<file path="src/rtl/sqrt_jk_array.sv">
// Multi-channel stochastic square-root unit using JK-flip-flop feedback.
// Define SQRT_JK_ACC_EN to build the window counter and per-channel ones-accumulators.
module sqrt_jk_array #(
  parameter int   CH      = 4,
  parameter int   WIN_W   = 8,
  parameter logic JK_INIT = 1'b0
) (
  input  logic                      clk,
  input  logic                      rst_n,
  input  logic                      en,
  input  logic                      clr,
  input  logic [CH-1:0]             in,
  output logic [CH-1:0]             out,
  output logic [CH*(WIN_W+1)-1:0]   acc,
  output logic                      acc_valid
);

  logic [CH-1:0] r_jk;
  logic [CH-1:0] w_out;
  logic [CH-1:0] w_jk_nxt;

  // NOTE: every always_comb output gets a default first so no latch is inferred.
  always_comb begin
    w_out    = '0;
    w_jk_nxt = '0;
    for (int c = 0; c < CH; c++) begin
      w_out[c]    = en ? (r_jk[c] ? in[c] : 1'b1) : 1'b0;
      // J tied high, K = out: toggle when the output fires, otherwise set.
      w_jk_nxt[c] = w_out[c] ? ~r_jk[c] : 1'b1;
    end
  end

  assign out = w_out;

  // NOTE: sequential state uses non-blocking assignments only.
  always_ff @(posedge clk or negedge rst_n) begin
    if (!rst_n) begin
      r_jk <= {CH{JK_INIT}};
    end else if (clr) begin
      r_jk <= {CH{JK_INIT}};
    end else if (en) begin
      r_jk <= w_jk_nxt;
    end
  end

`ifdef SQRT_JK_ACC_EN
  logic [WIN_W-1:0]           r_win_cnt;
  logic [WIN_W-1:0]           r_ones [CH];
  logic [CH*(WIN_W+1)-1:0]    r_acc;
  logic                       r_acc_valid;
  logic                       w_win_last;
  logic [WIN_W:0]             w_ones_sum [CH];
  logic [WIN_W-1:0]           w_ones_inc [CH];

  assign w_win_last = (r_win_cnt == {WIN_W{1'b1}});

  always_comb begin
    for (int c = 0; c < CH; c++) begin
      w_ones_sum[c] = {1'b0, r_ones[c]} + {{WIN_W{1'b0}}, w_out[c]};
      w_ones_inc[c] = w_ones_sum[c][WIN_W-1:0];
    end
  end

  // NOTE: the ones array is small flop storage, not a RAM, so it takes the async reset.
  always_ff @(posedge clk or negedge rst_n) begin
    if (!rst_n) begin
      r_win_cnt   <= '0;
      r_acc       <= '0;
      r_acc_valid <= 1'b0;
      for (int c = 0; c < CH; c++) r_ones[c] <= '0;
    end else if (clr) begin
      r_win_cnt   <= '0;
      r_acc       <= '0;
      r_acc_valid <= 1'b0;
      for (int c = 0; c < CH; c++) r_ones[c] <= '0;
    end else begin
      // Pulse lasts exactly one cycle; window-last can never occur twice in a row.
      r_acc_valid <= en && w_win_last;
      if (en) begin
        r_win_cnt <= r_win_cnt + 1'b1;
        for (int c = 0; c < CH; c++) begin
          if (w_win_last) begin
            r_ones[c]                      <= '0;
            r_acc[c*(WIN_W+1) +: WIN_W+1]  <= w_ones_sum[c];
          end else begin
            r_ones[c] <= w_ones_inc[c];
          end
        end
      end
    end
  end

  assign acc       = r_acc;
  assign acc_valid = r_acc_valid;
`else
  assign acc       = '0;
  assign acc_valid = 1'b0;
`endif

endmodule

</file>
<file path="config.mk">
export PLATFORM = sky130hd
export DESIGN_NAME = sqrt_jk_array
export DESIGN_NICKNAME = d
export VERILOG_FILES = /design/src/rtl/sqrt_jk_array.sv
export SDC_FILE = /design/constraint.sdc
export NUM_CORES = 1
export LEC_CHECK = 0
export ABC_AREA = 1
export CORE_MARGIN = 2
export CORE_UTILIZATION = 29
export DETAILED_ROUTE_END_ITERATION = 16
export PLACE_DENSITY = 0.87
export SLEW_MARGIN = 10
export SYNTH_ARGS = -nofsm -noshare
export SYNTH_HDL_FRONTEND = slang
export SYNTH_SLANG_ARGS = --single-unit
export TNS_END_PERCENT = 10
</file>
<file path="constraint.sdc">
create_clock -name clk -period 0.9 [get_ports clk]
set_input_delay 0.09 -clock clk [delete_from_list [all_inputs] [get_ports clk]]
set_output_delay 0.09 -clock clk [all_outputs]
set_load 0.03 [all_outputs]
</file>
==> summary.md, run 1 <==
| Metric | Value |
|---|---|
| Fin. Hold Viols | `0` |
| PwrDens | `1460 nW/um^2` |
| Regs by FF count | `r_jk: 4 flops` |
| YS warnings | `0` |
| Most flops, register | `r_jk` |
| Post-DP HPWL | `626 um` |
| H-tree lvl count | `1` |
| Final wirelength | `770 um` |
| 1st-iter DRT viols | `3` |
| Worst path cell trace | `inv_2, nand2_2, nand2_2, buf_6` |
| Critical path's slowest cell | `dfrtp_1` |
| FF+latch count, synth | `4` |
| Fillers | `160` |
| Largest net degree at the start of global routing | `9` |
| Post-DRT Antenna Nets | `0` |
| Post-DP Area | `472 sq um` |
| Max-cap viol count | `0` |
| Sw Ratio | `46.7%` |
| Synthesized cell area | `494 sq um` |
| Initial cell density of the core | `31.7%` |
| Finish-stage setup viols | `4` |
| Via density | `3.27` |
| Worst Path Class, Setup | `flip-flop to output port` |
| Via count | `317` |
| Root Buffer | `clkbuf_4` |
| Worst-skew pair later-pin latency | `230 ps` |
| Startpoint Class | `flip-flop` |
| Total CTS buffers | `3` |
| Final setup margin | `-103 ps` |
| Crit path buffers/inverters | `2` |
| Die Wd | `45.3 um` |
| Clock tree sinks | `4` |
| # rows | `14` |
| Initial antenna violation count | `0` |
| Crit path max-delay family | `flip-flops` |
| Std-Cell Core Area | `1560 sq um` |
| Layout cells sized above 1 | `30.9%` |
| Final #Nets | `91` |
| Clock Skew | `0 ps` |
| RSZ-0062 raised after global routing | `yes` |
| Sequential share of power | `24.9%` |
| Slew Limit Fails | `0` |
| Sw power | `383 uW` |
| Cell variety after synth | `7` |
| Die Ht | `45.3 um` |
| First-pass GRT wire length | `966 um` |
| Run status | `finished with violations` |
| CP Data Required Time | `810 ps` |
| Combinational share of power | `49.0%` |
| Seq/Total Area, Yosys | `20.3%` |
| Post-route cell area | `561 sq um` |
| Slowest stage delay, CP | `390 ps` |
| Routed WL per cell | `7.94 um` |
| Clock transition at path regs | `30 ps` |
| CP Capture Type | `output port` |
| Clock power frac | `26.1%` |
| GP Congestion | `0.749` |
| GRT Total Usage | `7.64%` |
| Max FFs per register | `4` |
| WP depth | `4` |
| Hold WS | `59.5 ps` |
| Gr ovfl total | `0` |
| Internal power | `438 uW` |
| Max clock buf depth | `2` |
| DR pass1 iterations | `4` |
| Crit path time final | `1000 ps` |
| Avg Inst Size Synth | `7.38 sq um` |
| Remaining DRCs | `0` |
| Worst r2r path cells | `4` |
| Crit path DAT | `910 ps` |
| Ant diodes | `0` |
| Syn Inst Count | `67` |
| CTS tree | `built` |
| Tcrit/Tclk final | `111%` |
| Hold WC Path Type | `input port to asynchronous set/reset pin` |
| I/O pins | `49` |
| DIE AREA | `2050 sq um` |
| Failing checks | `setup timing` |
| Crit path max fanout | `2` |
| Area Growth Syn to Fin | `13.4%` |
| CP most frequent cell | `nand2_2` |
| VDD IR max | `0.000335 V` |
| Fmax achieved | `0.997 GHz` |
| Pleak | `0.000317 uW` |
| # port buffers | `11` |
| Vias in the first global route | `240` |
==> power groups by stage <==
stage / clock [uW] / combinational, uW / sequential [uW]
final: 214 / 402 / 204
after floorplan: 0 / 405 / 203
after detailed placement: 0 / 351 / 205
after global placement: 0 / 346 / 203
after global routing: 246 / 426 / 205
after CTS: 230 / 393 / 204
==> area by class of cell <==
cell class                      instances  area, sq um  share of cell area, %
Tap cell                               16         20.0                   3.57
Timing Repair Buffer                   13          133                   23.7
Sequential cell                         4          100                   17.9
Inverter                                4         15.0                   2.68
Multi-Input combinational cell         57          270                   48.2
Clock buffer                            3         22.5                   4.02
==> cells by family (layout without fill, tap and decap cells) <==
group,count (synthesis),in the layout,synth area share [%]
buf+inv,42,20,60.8
flops,4,4,20.3
simple gates,16,16,14.2
compound gates,4,4,4.05
other cells,1,37,0.759
==> synthesized netlist by cell type <==
| cell | number | share of area (%) |
|---|---|---|
| nand2_2 | 4 | 5.1 |
| nand2_1 | 12 | 9.1 |
| inv_1 | 4 | 3.0 |
| dfrtp_1 | 4 | 20 |
| a21oi_1 | 4 | 4.1 |
| conb_1 | 1 | 0.76 |
| buf_4 | 38 | 58 |
==> timing repair <==
item                       in CTS  in global routing
pin swaps                       5                  5
buffers inserted                1                  0
resized for setup              18                  3
hold buffers                    0                  0
setup endpoints to repair       4                  5
==> through the flow <==
stage	setup slack [ps]	TNS [ps]	utilization (%)	cells	power (uW)
floorplan	145	0	-	103	608
global placement	-176	-1120	30.3	93	550
detailed placement	-182	-1240	30.3	93	556
CTS	-145	-464	35.3	97	826
global route	-171	-564	36.0	97	878
finish	-103	-365	36.0	97	820
==> metal layers <==
layer | track usage (%) | share of wire (%)
met1 | 5.34 | 25
met2 | 13.4 | 63
met3 | 4.80 | 11
met4 | 7.06 | 0
met5 | 0 | 0
==> cells in the final DEF (no fill, tap or decap), types with 2 or more instances in the layout <==
cell             Yosys  routed
a21oi_1              4       3
dfrtp_1              4       4
clkbuf_4             0       3
inv_2                0       3
nand2_1             12       4
nand2_4              0       2
clkdlybuf4s50_1      0       6
conb_1               1      37
nand2_2              4      10
buf_6                0       5
==> worst paths after layout <==
kind	start	end	slack, ps
worst max-delay path	r_jk[1]	out[1]	-100
worst min register to register	r_jk[2]	r_jk[2]	540
worst min-delay path	rst_n	r_jk[3]	60
worst max register to register	r_jk[1]	r_jk[1]	70
max in group asynchronous	rst_n	r_jk[1]	680
min in group clk	en	r_jk[3]	420
No activity file was read; power rests on OpenSTA's default activity.
==> run 2, diff against run 1 <==
Settings changed: RECOVER_POWER set to 50.
==> summary.md, run 2 (synthesis gave the netlist of run 1 again) <==
| Metric | Value |
|---|---|
| CP Data Required Time | `810 ps` |
| Slew Limit Fails | `0` |
| Hold WC Path Type | `input port to asynchronous set/reset pin` |
| Max clock buf depth | `2` |
| Cts-stage hold buffer count | `0` |
| # rows | `14` |
| Root Buffer | `clkbuf_4` |
| Crit path time final | `1000 ps` |
| Worst path cell trace | `inv_2, nand2_2, nand2_2, buf_6` |
| Critical path's slowest cell | `dfrtp_1` |
| GRT Total Usage | `7.64%` |
| Area Growth Syn to Fin | `13.4%` |
| Ant diodes | `0` |
| Failing checks | `setup timing` |
| Worst Path Class, Setup | `flip-flop to output port` |
| Die Ht | `45.3 um` |
| Tcrit/Tclk final | `111%` |
| Most flops, register | `r_jk` |
| Vias in the first global route | `240` |
| Final wirelength | `770 um` |
| VDD IR max | `0.000335 V` |
| Via density | `3.27` |
| Slowest stage delay, CP | `390 ps` |
| Routed WL per cell | `7.94 um` |
| First-pass GRT wire length | `966 um` |
| DIE AREA | `2050 sq um` |
| Clock transition at path regs | `30 ps` |
| Final #Nets | `91` |
| Worst-skew pair later-pin latency | `230 ps` |
| DR pass1 iterations | `4` |
| Die Wd | `45.3 um` |
| CP Capture Type | `output port` |
| Fillers | `160` |
| RSZ-0062 raised after global routing | `yes` |
| Clock Skew | `0 ps` |
| Max FFs per register | `4` |
| CP most frequent cell | `nand2_2` |
| R2r startpoint | `r_jk[1]` |
| Final setup margin | `-103 ps` |
| 1st-iter DRT viols | `3` |
| Gr ovfl total | `0` |
| Startpoint Class | `flip-flop` |
| Fmax achieved | `0.997 GHz` |
| CTS tree | `built` |
| Worst r2r dst | `r_jk[1]` |
| Reg-to-reg setup timing slack | `70 ps` |
| GP Congestion | `0.749` |
| Std-Cell Core Area | `1560 sq um` |
| Power, Total | `820 uW` |
| Fin. Hold Viols | `0` |
| Most common cell after layout, fill and taps aside | `conb_1` |
| Post-DRT Antenna Nets | `0` |
| Initial cell density of the core | `31.7%` |
| Initial antenna violation count | `0` |
| Crit path DAT | `910 ps` |
| Crit path max fanout | `2` |
| Post-DP HPWL | `626 um` |
| Layout cells sized above 1 | `30.9%` |
| Pleak | `0.000317 uW` |
| Finish-stage setup viols | `4` |
| Regs by FF count | `r_jk: 4 flops` |
| Via count | `317` |
| Worst r2r path cells | `4` |
| Total CTS buffers | `3` |
| PwrDens | `1460 nW/um^2` |
| Clock tree sinks | `4` |
| Run status | `finished with violations` |
| Most frequent cells in the layout | `conb_1 (37), nand2_2 (10), clkdlybuf4s50_1 (5), buf_6 (5)` |
| I/O pins | `49` |
| Remaining DRCs | `0` |
| Max-cap viol count | `0` |
| Largest net degree at the start of global routing | `9` |
| H-tree lvl count | `1` |
| Layout Utilization | `36.0%` |
| # port buffers | `11` |
## run 2: cell count changes in the layout (fill, tap and decap cells not counted)
cell / before / now
clkdlybuf4s50_1: 6 / 5
dlygate4sd3_1: 0 / 1
## run 2: timing repair
action | CTS | global route
resized for setup | 18 | 3
setup endpoints to repair | 4 | 5
hold endpoints to repair | 0 | 0
setup buffers | 1 | 0
pin swaps | 5 | 5
## run 2: worst max path at each step
| stage | startpoint | end | slack (ps) | cells past startpoint |
|---|---|---|---|---|
| finish | r_jk[1] | out[1] | -100 | 4 |
| global route | r_jk[1] | out[1] | -170 | 4 |
| CTS | r_jk[1] | out[1] | -140 | 4 |
| detailed placement | en | out[0] | -180 | 5 |
| global placement | en | out[1] | -180 | 5 |
| floorplan | r_jk[0] | out[0] | 150 | 3 |
## run 2: metal layers
| layer | up-vias | track usage, % | routed length [um] |
|---|---|---|---|
| met5 | - | 0 | 0 |
| met4 | 0 | 7.06 | 0 |
| met3 | 0 | 4.80 | 88 |
| met2 | 25 | 13.4 | 484 |
| met1 | 137 | 5.34 | 196 |
| li1 | 155 | - | - |
## run 2: final cells by class
type,count,area [sq um],area share [%]
inverter,4,15.0,2.68
multi-input combinational,57,270,48.2
tap,16,20.0,3.57
clock buffer,3,22.5,4.02
timing repair buffer,13,133,23.7
sequential,4,100,17.9
## run 2: power breakdown
| group | total, uW | switching [uW] | internal [uW] |
|---|---|---|---|
| Clock | 214 | 65.4 | 149 |
| Combinational | 401 | 308 | 93.0 |
| Sequential | 204 | 9.17 | 195 |
## run 2: worst max-delay path: cells and delay by family (launching register included)
family	cells	cell delay, ps
DFF	1	390
buffers and inverters	2	180
and+or+nand+nor	2	120
## run 2: metrics by stage
stage,std cells,TNS [ps],hold slack [ps],cell area [sq um],worst slack (ps)
6_report,97,-365,129,561,-103
5_1_grt,97,-564,131,561,-171
4_1_cts,97,-464,54.6,551,-145
3_5_place_dp,93,-1240,306,472,-182
3_3_place_gp,93,-1120,301,472,-176
2_1_floorplan,103,0,-206,629,145
